### src/rtl/mult_chk_pkg.sv
// Shared types and sizing for the 4-bit multiplier result checker.
// Defaults here seed the top-level parameters.
package mult_chk_pkg;

  localparam int W_DEF     = 4;
  localparam int PW        = 2 * W_DEF;
  localparam int STEP_W    = $clog2(W_DEF);
  localparam int CNT_W_DEF = 16;

  typedef enum logic [1:0] {
    IDLE   = 2'd0,
    MUL    = 2'd1,
    REPORT = 2'd2
  } state_t;

endpackage

### src/rtl/shift_add_mult4.sv
// Sequential shift-add multiplier: W cycles after start, done pulses with the full product.
// No backpressure; the caller holds a/b stable while busy.
module shift_add_mult4
  import mult_chk_pkg::*;
#(
  parameter int W = W_DEF
) (
  input  logic           clk,
  input  logic           rst_n,
  input  logic           start,
  input  logic [W-1:0]   a,
  input  logic [W-1:0]   b,
  output logic           busy,
  output logic           done,
  output logic [2*W-1:0] product
);

  localparam int PW_L = 2 * W;
  localparam int SW   = (W > 1) ? $clog2(W) : 1;
  localparam logic [SW-1:0] LAST_STEP = SW'(W - 1);

  logic            busy_q, busy_d;
  logic [SW-1:0]   step_q, step_d;
  logic [PW_L-1:0] acc_q, acc_d;
  logic [PW_L-1:0] term;

  always_comb begin
    term   = b[step_q] ? (PW_L'(a) << step_q) : '0;
    done   = busy_q && (step_q == LAST_STEP);
    busy_d = busy_q;
    step_d = step_q;
    acc_d  = acc_q;
    if (start) begin
      busy_d = 1'b1;
      step_d = '0;
      acc_d  = '0;
    end else if (busy_q) begin
      acc_d  = acc_q + term;
      step_d = step_q + SW'(1);
      if (done) busy_d = 1'b0;
    end
  end

  // The final partial product is folded in combinationally so done and product line up.
  assign product = acc_q + term;
  assign busy    = busy_q;

  always_ff @(posedge clk or negedge rst_n) begin
    if (!rst_n) begin
      busy_q <= 1'b0;
      step_q <= '0;
      acc_q  <= '0;
    end else begin
      busy_q <= busy_d;
      step_q <= step_d;
      acc_q  <= acc_d;
    end
  end

endmodule

### config.mk
export PLATFORM = sky130hd
export DESIGN_NAME = shift_add_mult4
export DESIGN_NICKNAME = d
export VERILOG_FILES = /design/src/rtl/mult_chk_pkg.sv /design/src/rtl/shift_add_mult4.sv
export SDC_FILE = /design/constraint.sdc
export NUM_CORES = 1
export LEC_CHECK = 0
export ABC_AREA = 1
export BUFFER_PORTS_ARGS = -buffer_cell sky130_fd_sc_hd__buf_2
export CORE_MARGIN = 1.5
export CORE_UTILIZATION = 50
export CTS_BUF_LIST = sky130_fd_sc_hd__clkbuf_8 sky130_fd_sc_hd__clkbuf_16
export DETAILED_ROUTE_END_ITERATION = 8
export PLACE_DENSITY = 0.75
export SETUP_SLACK_MARGIN = 0.2
export SLEW_MARGIN = 15
export SYNTH_ARGS = -nofsm -noshare
export SYNTH_HDL_FRONTEND = slang
export SYNTH_SLANG_ARGS = --single-unit
### constraint.sdc
create_clock -name clk -period 3.9 [get_ports clk]
set_clock_uncertainty 0.15 [all_clocks]
set_input_delay 0.39 -clock clk [delete_from_list [all_inputs] [get_ports clk]]
set_output_delay 0.39 -clock clk [all_outputs]
set_load 0.005 [all_outputs]
[After elaboration in Yosys (flattened, before gate mapping)]
Index checks and enable logic that the tools add are counted.
Operators by class
  add/sub/neg operators: 2
  $lt $le $gt $ge: 1
  equal/unequal tests: 1
  shift operators: 1
  multiplexer cells: 10
  reductions and logical operators: 2
Operators by type and width (count)
  8-bit two-way mux: 3
  8-bit adder: 1
  4-bit by 2-bit left shift with 8-bit output: 1
  1-bit two-way mux: 4
  2-bit two-way mux: 2
  2-bit by 3-bit less-than comparator with 1-bit output, second input constant: 1
  2-bit by 1-bit adder with 2-bit output, second input constant: 1
  1-bit binary-select mux with 2-bit select: 1
  2-bit == test, second input constant: 1
  2-bit nonzero test: 1
  1-bit logical AND: 1
Word-level totals
  flip-flop bits (word level): 11
  bits of input ports: 11
  word-level logic and storage cells: 20

[Longest topological paths before layout]
  depth after elaboration: 6
  depth in mapped cells: 16
  mapped depth without buffers: 15

[Worst setup path before layout]
OpenSTA, ideal clock, no wires.
  path type: reg2out
  from: register step_q[0]
  to: output product[6]
  data arrival time: 1.848 ns
  path slack: 1.512 ns
  stages on the path, launching flop included: 13
  path buffers: 1
  cell sequence: dfrtp_1 -> buf_6 -> nor2_1 -> nor2_1 -> o21ai_2 -> nor3_1 -> ha_1 -> fa_1 -> nand2_1 -> nand2_1 -> nand3b_1 -> nand3_1 -> and2_1
On the way
  word-level cells in the longest chain between the ends: 4
  elaborated cells on any way between the ends: 5
RTL lines
  from (decl): line shift_add_mult4.sv:23  | logic [SW-1:0] step_q, step_d;
  from (signal assigned): line shift_add_mult4.sv:55  | step_q <= step_d;
  1-bit binary-select mux with 2-bit select: line shift_add_mult4.sv:28  | term = b[step_q] ? (PW_L'(a) << step_q) : '0;
  1-bit two-way mux (not written as such): line shift_add_mult4.sv:28
  8-bit two-way mux *: line shift_add_mult4.sv:28
  8-bit adder *: line shift_add_mult4.sv:45  | assign product = acc_q + term;
  to (decl): line shift_add_mult4.sv:15  | output logic [2*W-1:0] product
Mark *: on every way between the ends. The rest lies on a longest branch, timed or not. The select of a mux whose other input is x is not followed.

[Worst setup path in the final report]
Same ends and word-level chain as after synthesis.

==> flow_summary.json <==
{
  "status": "complete, no violations",
  "worst-path-buf-inv": 2,
  "max_slew.worst_pin.slew_ns": 0.4190,
  "dr.pass1.iters": 4,
  "drive_gt1_frac": 0.2353,
  "synth.net_count": 149,
  "dp_hpwl_mm": 1.528,
  "arrival_ns": 2.49,
  "cts_tree": "yes",
  "cts_setup_buffers": 0,
  "vias": 892,
  "cp_slowest_stage_delay_ns": 0.59,
  "final-hold-violation-count": 0,
  "area_growth_pct": 18.57,
  "slew_headroom": 0.7207,
  "r2r_slack_ns": 1.53,
  "rows": 15,
  "grt-ovfl-total": 0,
  "fmax_mhz": 330.4,
  "cts_buffers": 3,
  "root_buffer": "clkbuf_8",
  "p_clk_frac": 0.213,
  "cap_violations": 0,
  "worstSkewPairLatency_ns": 0.24,
  "die_w_um": 46.44,
  "wl_per_cell_um": 11.14,
  "yosys_warnings": 0,
  "ff2ff_path_depth": 11,
  "cts_buffer_depth": 2,
  "nets": 174,
  "drtAntennaViolNets": 0,
  "synth_top_area_cell": "dfrtp_1",
  "finalSetupViolations": 0,
  "worstSetupPathType": "register to output pin",
  "p_leak_uw": 0.0006659,
  "synth.area.top_cells": "dfrtp_1, nand2_1, ha_1",
  "crit_slowest_cell": "dfrtp_1",
  "crit_path_start": "step_q[0]$_DFFE_PN0P_",
  "ir_drop_uv": 363.9,
  "antenna_cells": 0,
  "cp_data_required_time_ns": 3.36,
  "ioPinCount": 21,
  "io_buffers": 20,
  "startpoint_type": "register",
  "grt.total_usage": 0.2104,
  "synthesis.area_um2": 943.4,
  "crit_path_end": "product[6]",
  "htreeDepth": 1,
  "holdWs_ns": 0.2952,
  "grt_pass1_wl_mm": 3.180,
  "powerDensity_nw_per_um2": 483.4,
  "p_switching_uw": 215.0,
  "synthDistinctLibCells": 28,
  "wirelength_mm": 1.983,
  "synth_edf_count": 0,
  "grt_max_degree": 12,
  "setup_tns_ns": 0,
  "dr.first_iter.drc_count": 14,
  "cpMostUsedCell": "nand2_1",
  "crit_chain": "inv_4 > o21ai_2 > nor3_1 > ha_1 > fa_1 > nand2_1 > nand2_1 > nand3b_1 > nand3_1 > and2_1 > buf_2",
  "endpoint_kind": "output pin",
  "antenna_found_initial": 0,
  "cpLargestDelayFamily": "adder cells",
  "ys_seq_elements": 11,
  "start_util": 0.5405,
  "p_int_uw": 325.7,
  "cp_max_fo": 11,
  "cts_sinks": 11,
  "r2r-end": "acc_q[6]$_DFFE_PN0P_",
  "rsz0062_at_grt": "no",
  "switching_share": 0.3977,
  "die_area_um2": 2156,
  "r2r-start": "step_q[0]$_DFFE_PN0P_",
  "via_per_inst": 5.011,
  "drc": 0,
  "grt_pass1_vias": 821,
  "period_needed_ns": 3.027,
  "syn-mean-instance-area_um2": 7.313,
  "synth_common_cells": "nand2_1, inv_1, dfrtp_1, nand3_1, ha_1",
  "clk_pin_slew_ns": 0.05,
  "synthDominantCellAreaShare": 0.2918,
  "synth_most_common_cell": "nand2_1",
  "synth_ff_type": "dfrtp_1",
  "core_um2": 1745,
  "path_depth": 11,
  "gp_congestion": 0.9005,
  "seq_power_share": 0.300,
  "synthArstFlopShare": 1.000,
  "synthCells": 129,
  "power_frac_comb": 0.487,
  "period_share": 0.7762,
  "finalMaxSlewViolations": 0,
  "hold_class": "primary input to register",
  "dieHeight_um": 46.44,
  "ys_seq_area_frac": 0.2918,
  "total_power_uw": 540.8
}
-- power by group through the flow --
stage	Clock, uW	Sequential, uW	Combinational [uW]
detailed placement	0	164	261
floorplan	0	155	195
global placement	0	163	258
CTS	117	162	265
finish	115	162	264
global route	120	166	297
-- state kept, by name (all words and copies together) (netlist names) --
signal  flops
acc_q       8
step_q      2
busy        1
-- per-stage QoR --
stage          worst slack (ns)    util  std cells  instance area, um2
2_1_floorplan             1.512       -        129               943.4
3_3_place_gp              1.209  0.6093        173                1064
3_5_place_dp              1.151  0.6093        173                1064
4_1_cts                  0.8877  0.6409        178                1119
5_1_grt                  0.7059  0.6409        178                1119
6_report                 0.8730  0.6409        178                1119
-- layout by cell type (no fill, tap or decap) --
cell type      netlist  final
o21ai_2              2      2
nor3_1               1      1
and2_1               3      3
o21ai_0              5      5
nor2_4               1      1
nand3b_1             2      2
inv_2                1      1
nor2_2               3      3
ha_1                 8      8
nand3_1             11     11
fa_1                 1      1
xor2_2               1      1
nand2_1             37     37
or2_4                1      1
mux2i_1              1      1
nor2_1               7      7
xor2_1               1      1
inv_4                1      1
inv_1               16     17
dfrtp_1             11     11
o21ai_1              1      1
o21bai_1             1      1
dlygate4sd3_1        0      1
nor2b_2              1      1
or2_1                1      1
buf_2                0     20
a22o_1               3      3
clkbuf_8             0      3
nand2_2              2      2
a21oi_1              5      5
-- cell type report --
| type | count | area, um2 |
|---|---|---|
| multi-input cells | 99 | 586.8 |
| fillers | 157 | 626.9 |
| clock buffers | 3 | 41.29 |
| clock inverters | 1 | 3.754 |
| inverters | 18 | 70.07 |
| well taps | 25 | 31.28 |
| flip-flops and latches | 11 | 275.3 |
| repair buffers | 21 | 110.1 |
-- what timing repair did --
item	in CTS	in global routing
hold endpoints to repair	11	0
hold buffers	1	0
gates resized for setup	0	0
setup endpoints to repair	0	0
-- layer usage --
layer  track usage  up-vias  wire length, um
met1        0.2619      398              978
met2        0.3306       25              864
met3       0.03529        5               99
met5             0        -                0
met4        0.1371        0               40
li1              -      464                -
-- logic make-up (layout without fill, tap and decap cells) --
kind of cell	after synthesis	in the layout	share of synthesized area
compound gates	17	17	0.1127
fa+ha+maj	9	9	0.1273
simple gates	70	70	0.3448
mux	1	1	0.01061
flops	11	11	0.2918
buf+inv	19	43	0.08621
xor+xnor	2	2	0.02653
-- how the worst min path moves through the flow --
stage          startpoint                   end  slack (ns)  depth (start not counted)
3_5_place_dp        rst_n        busy$_DFF_PN0_        0.13                          1
4_1_cts             start        busy$_DFF_PN0_        0.30                          2
2_1_floorplan       rst_n  acc_q[0]$_DFFE_PN0P_       -0.06                          0
6_report            start        busy$_DFF_PN0_        0.30                          2
3_3_place_gp        rst_n  acc_q[1]$_DFFE_PN0P_        0.13                          1
5_1_grt             start        busy$_DFF_PN0_        0.31                          2
Power figures use the tool's default switching activity.
